--- config.mk ---
export PLATFORM = sky130hd
export DESIGN_NAME = i2c_regbank
export DESIGN_NICKNAME = d
export VERILOG_FILES = /design/src/rtl/i2c_pkg.sv /design/src/rtl/pulse_stretch.sv /design/src/rtl/i2c_regbank.sv
export SDC_FILE = /design/constraint.sdc
export NUM_CORES = 1
export LEC_CHECK = 0
export ABC_AREA = 1
export CAP_MARGIN = 20
export CORE_AREA = 2 2 217 219
export CTS_CLUSTER_DIAMETER = 120
export DETAILED_ROUTE_END_ITERATION = 7
export DIE_AREA = 0 0 219 221
export DONT_BUFFER_PORTS = 1
export SYNTH_ARGS = -nofsm -noshare
export SYNTH_HDL_FRONTEND = slang
export SYNTH_HIERARCHICAL = 1
export SYNTH_SLANG_ARGS = --single-unit
--- constraint.sdc ---
create_clock -name clk -period 8.72 [get_ports clk]
set_input_delay 1.308 -clock clk [delete_from_list [all_inputs] [get_ports clk]]
set_output_delay 1.308 -clock clk [all_outputs]
set_load 0.02 [all_outputs]
--- src/rtl/i2c_pkg.sv ---
// rtl/i2c_pkg.sv - shared state encoding and read-byte constants for the I2C register bank
package i2c_pkg;

  typedef enum logic [1:0] {
    S_DEV  = 2'd0,
    S_REG  = 2'd1,
    S_DATA = 2'd2
  } state_t;

  localparam logic [7:0] RD_OOR = 8'hFF;
  localparam logic [7:0] RD_OFF = 8'h00;

  // The enable gate outranks the out-of-range rule.
  function automatic logic [7:0] read_byte(input logic enable, input logic oor,
                                           input logic [7:0] value);
    if (!enable) return RD_OFF;
    if (oor) return RD_OOR;
    return value;
  endfunction

endpackage

--- src/rtl/pulse_stretch.sv ---
// rtl/pulse_stretch.sv - auto-clearing 8-bit register: written 1 bits hold for CYC cycles
module pulse_stretch #(
  parameter int CYC = 16
) (
  input  logic       clk,
  input  logic       reset_n,
  input  logic       we,
  input  logic [7:0] d,
  output logic [7:0] q
);

  localparam int CW = $clog2(CYC + 1);

  logic [CW-1:0] cnt;

  // A write during an active pulse merges its bits and restarts the hold time.
  always_ff @(posedge clk or negedge reset_n) begin
    if (!reset_n) begin
      q   <= 8'h00;
      cnt <= '0;
    end else if (we) begin
      q   <= q | d;
      cnt <= CW'(CYC);
    end else if (cnt == CW'(1)) begin
      q   <= 8'h00;
      cnt <= '0;
    end else if (cnt != '0) begin
      cnt <= cnt - CW'(1);
    end
  end

endmodule

--- src/rtl/i2c_regbank.sv ---
// rtl/i2c_regbank.sv - I2C register bank behind i2cslv; I2C_REGBANK_SNAPSHOT_EN adds a per-read shadow of rd_d
module i2c_regbank
  import i2c_pkg::*;
#(
  parameter logic [6:0]     DEV_ADDR   = 7'h26,
  parameter int             NWR        = 12,
  parameter int             NRD        = 52,
  parameter logic [NWR-1:0] PULSE_MASK = '0,
  parameter int             PULSE_CYC  = 16
) (
  input  logic             clk,
  input  logic             reset_n,
  input  logic [6:0]       dev,
  input  logic             start,
  input  logic             stop,
  input  logic             dir,
  input  logic             done,
  input  logic [7:0]       in,
  output logic             ok,
  output logic [7:0]       out,
  input  logic             en,
  input  logic [NRD*8-1:0] rd_d,
  output logic [NWR*8-1:0] wr_q,
  output logic             wr_stb,
  output logic [7:0]       wr_idx
);

  localparam logic [8:0] NRD_W = 9'(NRD);

  state_t     state;
  logic [7:0] addr;
  logic [7:0] addr_next;
  logic       go_start;
  logic       go_done;
  logic       go_stop;
  logic       wr_fire;
  logic       rd_fire;
  logic [7:0] live_byte;
  logic [7:0] src_byte;
  logic [7:0] rd_byte;

  assign ok       = (dev == DEV_ADDR);
  assign go_start = ok & start;
  assign go_done  = ok & done & ~start;
  assign go_stop  = ok & stop & ~start;
  assign wr_fire  = go_done & ~dir & (state == S_DATA);
  assign rd_fire  = go_done & dir;

  always_comb begin
    live_byte = RD_OOR;
    for (int i = 0; i < NRD; i++) begin
      if (addr == 8'(i)) live_byte = rd_d[8*i +: 8];
    end
  end

`ifdef I2C_REGBANK_SNAPSHOT_EN
  logic [NRD*8-1:0] shadow;
  logic [7:0]       shadow_byte;

  always_ff @(posedge clk or negedge reset_n) begin
    if (!reset_n) begin
      shadow <= '0;
    end else if (rd_fire && state == S_DEV) begin
      shadow <= rd_d;
    end
  end

  always_comb begin
    shadow_byte = RD_OOR;
    for (int i = 0; i < NRD; i++) begin
      if (addr == 8'(i)) shadow_byte = shadow[8*i +: 8];
    end
  end

  // The device-address byte reads live data, which equals the shadow being captured.
  assign src_byte = (state == S_DEV) ? live_byte : shadow_byte;
`else
  assign src_byte = live_byte;
`endif

  assign rd_byte = read_byte(en, {1'b0, addr} >= NRD_W, src_byte);

  // A stop during a read undoes the last prefetch, after any same-cycle done.
  always_comb begin
    addr_next = addr;
    if (go_done) begin
      if (!dir && state == S_REG) addr_next = in;
      else if (dir || state == S_DATA) addr_next = addr + 8'd1;
    end
    if (go_stop && dir) addr_next = addr_next - 8'd1;
  end

  always_ff @(posedge clk or negedge reset_n) begin
    if (!reset_n) begin
      state  <= S_DEV;
      addr   <= 8'h00;
      out    <= RD_OFF;
      wr_stb <= 1'b0;
      wr_idx <= 8'h00;
    end else begin
      addr   <= addr_next;
      wr_stb <= wr_fire;
      if (wr_fire) wr_idx <= addr;
      if (rd_fire) out <= rd_byte;
      if (go_start) begin
        state <= S_DEV;
      end else if (go_done) begin
        case (state)
          S_DEV:   state <= dir ? S_DATA : S_REG;
          S_REG:   state <= S_DATA;
          default: state <= S_DATA;
        endcase
      end
    end
  end

  genvar g;
  for (g = 0; g < NWR; g++) begin : g_reg
    logic we;
    assign we = wr_fire && (addr == 8'(g));

    if (PULSE_MASK[g]) begin : g_pulse
      logic [7:0] q;
      pulse_stretch #(.CYC(PULSE_CYC)) u_pulse (
        .clk     (clk),
        .reset_n (reset_n),
        .we      (we),
        .d       (in),
        .q       (q)
      );
      assign wr_q[8*g +: 8] = q;
    end else begin : g_level
      logic [7:0] q;
      always_ff @(posedge clk or negedge reset_n) begin
        if (!reset_n) q <= 8'h00;
        else if (we) q <= in;
      end
      assign wr_q[8*g +: 8] = q;
    end
  end

endmodule
# Word-level counts from Yosys, hierarchy flattened
# Cells that the tools add are included.
classes:
  n_addsub: 2
  n_lt_le_gt_ge: 1
  eq_ne: 54
  mux: 66
  bitwise_logic: 10
  reduce_logical: 19
ops:
  columns: ["operator", "n"]
  rows:
  - ["8-bit 2-to-1 mux", 60]
  - ["8-bit by 6-bit == test with 1-bit output (second input constant)", 20]
  - ["8-bit by 5-bit == test with 1-bit output (second input constant)", 16]
  - ["8-bit by 4-bit == test with 1-bit output (second input constant)", 8]
  - ["8-bit by 3-bit == test with 1-bit output (second input constant)", 4]
  - ["8-bit by 2-bit == test with 1-bit output (second input constant)", 2]
  - ["1-bit logical AND", 14]
  - ["8-bit by 1-bit adder with 8-bit output (second input constant)", 1]
  - ["1-bit AND", 8]
  - ["8-bit by 1-bit == test with 1-bit output (second input constant)", 1]
  - ["8-bit by 6-bit greater-or-equal comparator with 1-bit output (second input constant)", 1]
  - ["8-bit logical NOT", 1]
  - ["2-bit 2-to-1 mux", 4]
  - ["8-bit by 1-bit subtractor with 8-bit output (second input constant)", 1]
  - ["7-bit by 6-bit == test with 1-bit output (second input constant)", 1]
  - ["2-bit by 1-bit == test with 1-bit output (second input constant)", 1]
  - ["2-bit == test (second input constant)", 1]
  - ["2-bit logical NOT", 1]
  - ["1-bit 2-to-1 mux", 2]
  - ["1-bit inverter", 2]
  - ["2-bit nonzero test", 1]
  - ["1-bit logical NOT", 1]
  - ["1-bit logical OR", 1]
word_totals:
  regBits: 123
  out_inout_bits: 114
  elab_cells: 169

# Depth between registers and ports, before layout
# Gate-level depths: netlist of run 1.
depth:
  ltp_word: 55
  mapped_depth: 59
  mapped_depth_nobuf: 59

# Least setup slack after synthesis of run 1
# No wires, ideal clock.
synth_path:
  path_kind: "input to register"
  start: "input dev[0]"
  end: "register addr[7]"
  setup_time_ps: 80
  arrival_ps: 4495
  t_required_ps: 8640
  slack_ps: 4145
  stages: 11
  path_buffers: 0
  cell_sequence: "or3_1 > nor4b_1 > nand3_1 > inv_2 > nand2_1 > o21a_1 > or2_2 > nor3_1 > nand4_1 > nor2_1 > xnor2_1"
synth_via:
  elab_chain_len: 6
  word_cells_on_any_way: 9
  classes_between: "add/sub (1); eq/ne (1); mux (2); bitwise (4); reduce/logical (1)"
synth_rtl:
  columns: ["item", "line", "source"]
  rows:
  - ["from (decl)", "i2c_regbank.sv:13", "input logic [6:0] dev,"]
  - ["7-bit by 6-bit == test with 1-bit output *", "i2c_regbank.sv:42", "assign ok = (dev == DEV_ADDR);"]
  - ["net ok", "i2c_regbank.sv:19", "output logic ok,"]
  - ["1-bit AND (2 in series)", "i2c_regbank.sv:44", "assign go_done = ok & done & ~start;"]
  - ["8-bit 2-to-1 mux", "i2c_regbank.sv:86", "if (go_done) begin"]
  - ["8-bit by 1-bit subtractor with 8-bit output", "i2c_regbank.sv:90", "if (go_stop && dir) addr_next = addr_next - 8'd1;"]
  - ["8-bit 2-to-1 mux *", "i2c_regbank.sv:90", null]
  - ["net addr_next[7]", "i2c_regbank.sv:32", "logic [7:0] addr_next;"]
  - ["to (signal assigned)", "i2c_regbank.sv:101", "addr <= addr_next;"]
  - ["to (decl)", "i2c_regbank.sv:31", "logic [7:0] addr;"]
# Mark *: on every way through the listed nets, which the timed path passes. The rest lies on a longest branch.
# A chain may end at the register's enable or synchronous reset.

# Final worst setup path of run 1
layout_path:
  start: "register addr[1]"
  end: "register out[5]"
layout_via:
  elab_chain_len: 55
  word_cells_on_any_way: 110
  classes_between: "order compare (1); eq/ne (51); mux (57); reduce/logical (1)"
layout_rtl:
  columns: ["item", "line", "source"]
  rows:
  - ["8-bit logical NOT", "i2c_regbank.sv:52", "if (addr == 8'(i)) live_byte = rd_d[8*i +: 8];"]
  - ["8-bit 2-to-1 mux (52 in series)", "i2c_regbank.sv:52", null]
  - ["8-bit 2-to-1 mux *", "i2c_pkg.sv:18", "return value;"]
  - ["8-bit 2-to-1 mux *", "i2c_pkg.sv:17", "if (oor) return RD_OOR;"]
  - ["to (signal assigned)", "i2c_regbank.sv:104", "if (rd_fire) out <= rd_byte;"]
  - ["to (decl)", "i2c_regbank.sv:20", "output logic [7:0] out,"]
# Every way passes the cells marked *; elsewhere a longest branch is shown, timed or not. The select of a mux whose other input is x is not followed.

==> summary.txt, run 1 <==
=================================================================================
Tcrit/Tclk final ...................................................       0.6290
Overall power of the completed layout ..............................      1360 uW
Critical path start-end classification .............................   reg -> reg
Total Negative Setup Slacks ........................................         0 ps
WHS Endpoint .......................................................     state[1]
Cell Area, Synth ...................................................  0.01035 mm2
Count of port buffers added during placement .......................            0
Final Net Count ....................................................         2214
Synthesized Nets ...................................................         2249
Core region area ...................................................  0.04606 mm2
Area delta synth->final ............................................       11.36%
Setup repair after global routing missed its margin ................        false
Most common cell type on the critical path .........................      nand2_1
Placer's final routability congestion estimate .....................       0.9977
Wire length of the first global-routing pass .......................     69.70 mm
EDFF count, synth ..................................................            0
Clock tree root driver cell ........................................    clkbuf_16
Sequential share of the synthesized area ...........................       0.2974
Critical Path RT ...................................................      9040 ps
Antenna-violating nets left ........................................            0
Wirelength, routed .................................................     49.35 mm
Clock tree sinks ...................................................          123
Post-cts repair resize count .......................................            0
Maximum fanout along the worst path ................................            6
Synthesized netlist cell count .....................................         1806
Tmin final .........................................................      5485 ps
Clk buf depth ......................................................            2
Hold Path Depth ....................................................            1
Total die area .....................................................  0.04840 mm2
Critical hold path startpoint ......................................     state[1]
Setup violations, final ............................................            0
Final Skew .........................................................     8.795 ps
Die boundary width .................................................       219 um
Hold violation count in the final report ...........................            0
CTS buffer count ...................................................           17
Max rail drop VDD ..................................................    0.1026 mV
Placement Rows .....................................................           79
First DRT Iteration DRCs ...........................................          659
FF-to-FF Start .....................................................      addr[1]
Internal reg-to-reg setup slack ....................................      3240 ps
Clock-pin slew on the worst setup and hold paths ...................        60 ps
Power per cell area ................................................ 117.9 mW/mm2
Setup bufs post-CTS ................................................            0
Most used DFF post-synth ...........................................      dfrtp_1
TritonCTS clock tree ...............................................          yes
Fmax ...............................................................   0.1823 GHz
Total vias in the final route ......................................        11230
Largest net degree at the start of global routing ..................          124
Level count of the clock H-tree ....................................            4
Vias per inst ......................................................        4.688
Via count of the first global-routing pass .........................        10710
Die outline height .................................................       221 um
Average instance area after synthesis ..............................    5.732 um2
Detailed-routing iteration count for the pre-antenna-repair pass ...            5
Crit end category ..................................................    flip-flop
Number of warnings reported in the yosys synthesis log .............            6
Synth unique cells .................................................           42
Worst reg2reg path endpoint ........................................       out[5]
Cell type with the highest aggregate area in the netlist ...........      dfrtp_1
Cell at the slowest stage of the critical path .....................       nor2_2
CP peak stage delay ................................................       460 ps
Run status .........................................................    completed
Estimated wirelength of the detail-placed design ...................     40.15 mm
Arrival time reported for the critical path endpoint ...............      5800 ps
Slew HR ............................................................       0.3030
Overall overflow remaining after global route ......................            0
Number of top-level design ports ...................................          552
Clock Latency Late Sink ............................................       430 ps
Share of cells above drive strength 1 ..............................      0.06558
Worst Max-Slew Pin Slew ............................................      1042 ps
Fin Hold WS ........................................................     538.7 ps
Average wire per standard cell .....................................     20.59 um
Most area-consuming cells after synthesis .......................... dfrtp_1, nand2_1, o21ai_0, inv_1, a21oi_1
Number of cell instances on the worst register-to-register path ....           59
Flops & latches, synth .............................................          123
Initial antenna violation count ....................................            9
Commonest cells after routing, fill and taps aside ................. nand2_1, inv_1, o21ai_0
Critical Path Source Type ..........................................    flip-flop
Initial Util .......................................................       0.2247
Share of synthesized flip-flops with an asynchronous set or reset ..        1.000
Count of filler cells inserted in the layout .......................         5280
Type of the tightest min-delay check ...............................   reg -> reg
Leakage power ......................................................  0.005563 uW
Max-cap violation count ............................................            0
Leading cell type in the layout, fill and taps excluded ............      nand2_1
Portion of synthesized cell area occupied by the leading cell type .       0.2974
Number of max-slew violations in the final report ..................            0
Global Route Usage Sum .............................................       0.1947
Number of DRC violations after detailed routing ....................            0
Hold bufs inserted after CTS .......................................            0
=================================================================================
-- power breakdown --
part,switching (uW),internal [uW]
logic,32.9,8.98
registers,3.90,573
clock network,286,454
total,323,1040
-- kinds of logic after synthesis --
family	share of synthesized area
adder cells (fa/ha/maj)	0.006044
AO/OA/AOI/OAI	0.1687
AND/OR/NAND/NOR	0.3892
XOR/XNOR	0.004231
flip-flops	0.2974
buffers and inverters	0.1344
-- state kept, by name, indices dropped and copies added, names as in the netlist --
signal and count:
g.g_level.q 96, state 2, wr_idx 8, addr 8, out 8, wr_stb 1
-- critical path, delay by kind of cell, from the launching register on --
family | cells | cell delay, ps
fa+ha+maj | 1 | 300
buf+inv | 2 | 280
compound gates | 4 | 500
flops | 1 | 420
simple gates | 52 | 3880
-- how the worst max path moves through the flow --
stage / startpoint / end / slack [ps] / depth (start not counted)
finish: addr[1] / out[5] / 3240 / 59
global route: addr[1] / out[3] / 2650 / 59
CTS: addr[0] / out[3] / 2700 / 58
detailed placement: addr[0] / out[3] / 2740 / 58
global placement: addr[0] / out[3] / 2890 / 58
floorplan: dev[0] / addr[7] / 4140 / 11
-- routing by layer --
layer  up-vias  GRT usage  share of wire
met3        78    0.05100          0.081
met1      5217     0.2391           0.42
li1       5468          -              -
met4         8    0.06495          0.028
met5         -          0        0.00087
met2       461     0.3285           0.47
-- area by class of cell --
cell class / instances / area (um2) / area share
diodes: 5 / 12.51 / 0.001085
clock buffers: 17 / 425.4 / 0.03690
clock inverters: 15 / 187.7 / 0.01628
inverters: 301 / 1130 / 0.09801
multi-input cells: 1323 / 5893 / 0.5112
flip-flops and latches: 123 / 3078 / 0.2670
well taps: 607 / 759.5 / 0.06589
repair buffers: 5 / 41.29 / 0.003582
-- through the flow --
| step | std cells | cell area (um2) | util | setup slack, ps |
|---|---|---|---|---|
| 3_3_place_gp | 2358 | 10890 | 0.2364 | 2890 |
| 5_1_grt | 2394 | 11520 | 0.2501 | 2654 |
| 3_5_place_dp | 2358 | 10890 | 0.2364 | 2744 |
| 6_report | 2396 | 11530 | 0.2503 | 3235 |
| 4_1_cts | 2390 | 11500 | 0.2497 | 2703 |
| 2_1_floorplan | 1806 | 10350 | - | 4145 |
-- synth_stat cells (4+ instances only) --
library cell  instances
a21oi_1              82
buf_2                11
clkbuf_1             43
dfrtp_1             123
ha_1                  5
inv_1               284
inv_2                14
nand2_1             723
nand2_4               4
nand3_1              46
nand3b_1              5
nand4_1               8
nor2_1              109
nor2_2               10
nor2_4                6
nor3_1               11
o211ai_1              6
o21ai_0             225
o21ai_1              20
or2_2                36
Note: power is estimated with default switching activity, not from simulation.
==> run 2: changes to the inputs <==
==> constraint.sdc (replaced) <==
create_clock -name clk -period 4.6 [get_ports clk]
set_input_delay 0.69 -clock clk [delete_from_list [all_inputs] [get_ports clk]]
set_output_delay 0.69 -clock clk [all_outputs]
set_load 0.02 [all_outputs]
==> run 2 against run 1 <==
The run now ends with negative setup slack left; sequential power up 89%; first-iteration DRC count up 26%; critical endpoint is now out[2]; critical path depth down 1; cell count up 4.4%; largest cell class unchanged; core utilization up 2.9 points.
==> summary.txt, run 2 (synthesis results as in run 1) <==
===============================================================================
Run status ....................................................... finished, violations left
Violated checks .................................................. negative setup slack
Critical Path Source Type ........................................    flip-flop
Area of the multi-input gates .................................... 0.006237 mm2   +5.8%
Max rail drop VDD ................................................    0.2410 mV   +140%
Detailed-routing iteration count for the pre-antenna-repair pass .            5   unchanged
Core region area .................................................  0.04606 mm2   unchanged
Global Route Usage Sum ...........................................       0.1983   +0.003581
Clock-pin slew on the worst setup and hold paths .................        60 ps   about the same
Hold violation count in the final report .........................            0   unchanged
Slew HR ..........................................................       0.3485   +0.04547
Tmin final .......................................................      4692 ps   -792.4 ps
Arrival time reported for the critical path endpoint .............      5010 ps   -790 ps
Worst path setup slack after routing .............................    -92.48 ps   -3328 ps
Fmax .............................................................   0.2131 GHz   +17%
Placement Rows ...................................................           79   unchanged
Power per cell area .............................................. 208.0 mW/mm2   +76%
Critical Path RT .................................................      4920 ps   -4120 ps
TritonCTS clock tree .............................................          yes
Number of flip-flops in the largest register .....................           96   unchanged
Clock tree root driver cell ......................................    clkbuf_16
Final Skew .......................................................     8.474 ps   -0.3220 ps
Commonest cells after routing, fill and taps aside ............... nand2_1, inv_1, o21ai_0
Initial antenna violation count ..................................            3   -6
Fin Hold WS ......................................................     199.2 ps   -339.5 ps
Type of the tightest min-delay check .............................  in -> async
Max-cap violation count ..........................................            0   unchanged
Die outline height ...............................................       221 um   unchanged
Setup repair after global routing missed its margin ..............         true
Clock tree sinks .................................................          123   unchanged
Count of filler cells inserted in the layout .....................         5227   -1.0%
Clk buf depth ....................................................            2   unchanged
Critical path start-end classification ...........................   reg -> reg
Total Negative Setup Slacks ......................................    -215.1 ps   -215.1 ps
Die boundary width ...............................................       219 um   unchanged
Cell at the slowest stage of the critical path ...................      dfrtp_1
Count of non-filler cells in the finished layout .................         2502   +4.4%
Tcrit/Tclk final .................................................        1.020   +0.3911
Initial Util .....................................................       0.2247   unchanged
Overall power of the completed layout ............................      2677 uW   +97%
Top register by number of flip-flops .............................  g.g_level.q
First DRT Iteration DRCs .........................................          830   +26%
Setup violations, final ..........................................            4   +4
Number of DRC violations after detailed routing ..................            0   unchanged
Count of port buffers added during placement .....................            0   unchanged
Average wire per standard cell ...................................     20.15 um   -2.2%
Clock Latency Late Sink ..........................................       430 ps   about the same
CP peak stage delay ..............................................       410 ps   -50 ps
Number of max-slew violations in the final report ................            0   unchanged
Area delta synth->final ..........................................       24.33%
Leading cell type in the layout, fill and taps excluded ..........      nand2_1
Level count of the clock H-tree ..................................            4   unchanged
Total die area ...................................................  0.04840 mm2   unchanged
Number of top-level design ports .................................          552   unchanged
Wirelength, routed ...............................................     50.42 mm   +2.2%
Via count of the first global-routing pass .......................        11150   +4.1%
Placed cells .....................................................         2443   +3.6%
Reg area ......................................................... 0.003080 mm2   about the same
Worst Max-Slew Pin Slew ..........................................     973.7 ps   -67.95 ps
Wire length of the first global-routing pass .....................     71.84 mm   +3.1%
Share of cells above drive strength 1 ............................       0.1548   +0.08920
Final Net Count ..................................................         2323   +4.9%
Crit end category ................................................    flip-flop
Largest net degree at the start of global routing ................          124   unchanged
Overall overflow remaining after global route ....................            0   unchanged
Number of cell instances on the worst register-to-register path ..           58   -1.7%
CTS buffer count .................................................           17   unchanged
Maximum fanout along the worst path ..............................            7   +1
Leakage power ....................................................  0.006236 uW   +12%
Estimated wirelength of the detail-placed design .................     40.71 mm   +1.4%
Placer's final routability congestion estimate ...................       0.9841   -1.4%
Vias per inst ....................................................        4.706   +0.39%
Antenna-violating nets left ......................................            0   unchanged
Total vias in the final route ....................................        11780   +4.8%
Most common cell type on the critical path .......................      nand2_1
===============================================================================
## run 2: layout make-up
| cell class | count | area share |
|---|---|---|
| Sequential cell | 123 | 0.2394 |
| Timing Repair Buffer | 114 | 0.07875 |
| Multi-Input combinational cell | 1323 | 0.4846 |
| Inverter | 301 | 0.08925 |
| Clock buffer | 19 | 0.03442 |
| Tap cell | 607 | 0.05901 |
| Antenna cell | 2 | 0.0003889 |
| Clock inverter | 13 | 0.01419 |
## run 2: through the flow
| stage | utilization | area (um2) | worst slack (ps) |
|---|---|---|---|
| floorplan | - | 10350 | 642.7 |
| global placement | 0.2522 | 11620 | -330.0 |
| detailed placement | 0.2522 | 11620 | -421.3 |
| CTS | 0.2705 | 12460 | -76.09 |
| global route | 0.2794 | 12870 | -682.8 |
| finish | 0.2794 | 12870 | -92.48 |
## run 2: where the power goes
part           internal, uW  switching (uW)
clock network           883             560
registers              1090            6.76
logic                  45.8            94.0
total                  2020             661
## run 2: metal layers
layer	vias up	part of all wire	wire length, um	GRT usage
met5	-	0.00026	13	0
met4	2	0.029	1480	0.06364
met3	82	0.076	3850	0.04275
met2	508	0.47	23870	0.3291
met1	5491	0.42	21200	0.2547
li1	5692	-	-	-
## run 2: path summary, 6_finish.rpt
kind                           start                     to  slack, ps
max                          addr[0]                 out[2]        -90
min                          reset_n  g_reg[8].g_level.q[0]        200
max reg2reg                  addr[0]                 out[2]        -90
min reg2reg                 state[0]               state[0]        520
max in group asynchronous    reset_n                addr[2]       3850
min in group clk           rd_d[408]                 out[0]        470
## run 2: critical path, delay by kind of cell, from the launching register on
kind                       cells  cell delay (ps)
and+or+nand+nor               49             3040
DFF                            1              410
buffers and inverters          4              490
AOI/OAI and AO/OA              4              490
adders and majority gates      1              140
## run 2: what timing repair did
item	4_1_cts	5_1_grt
buffers inserted	7	16
gates resized for setup	39	68
endpoints found under the setup margin	8	8
hold buffers	1	0
hold endpoints to repair	123	0
pin swaps	18	38
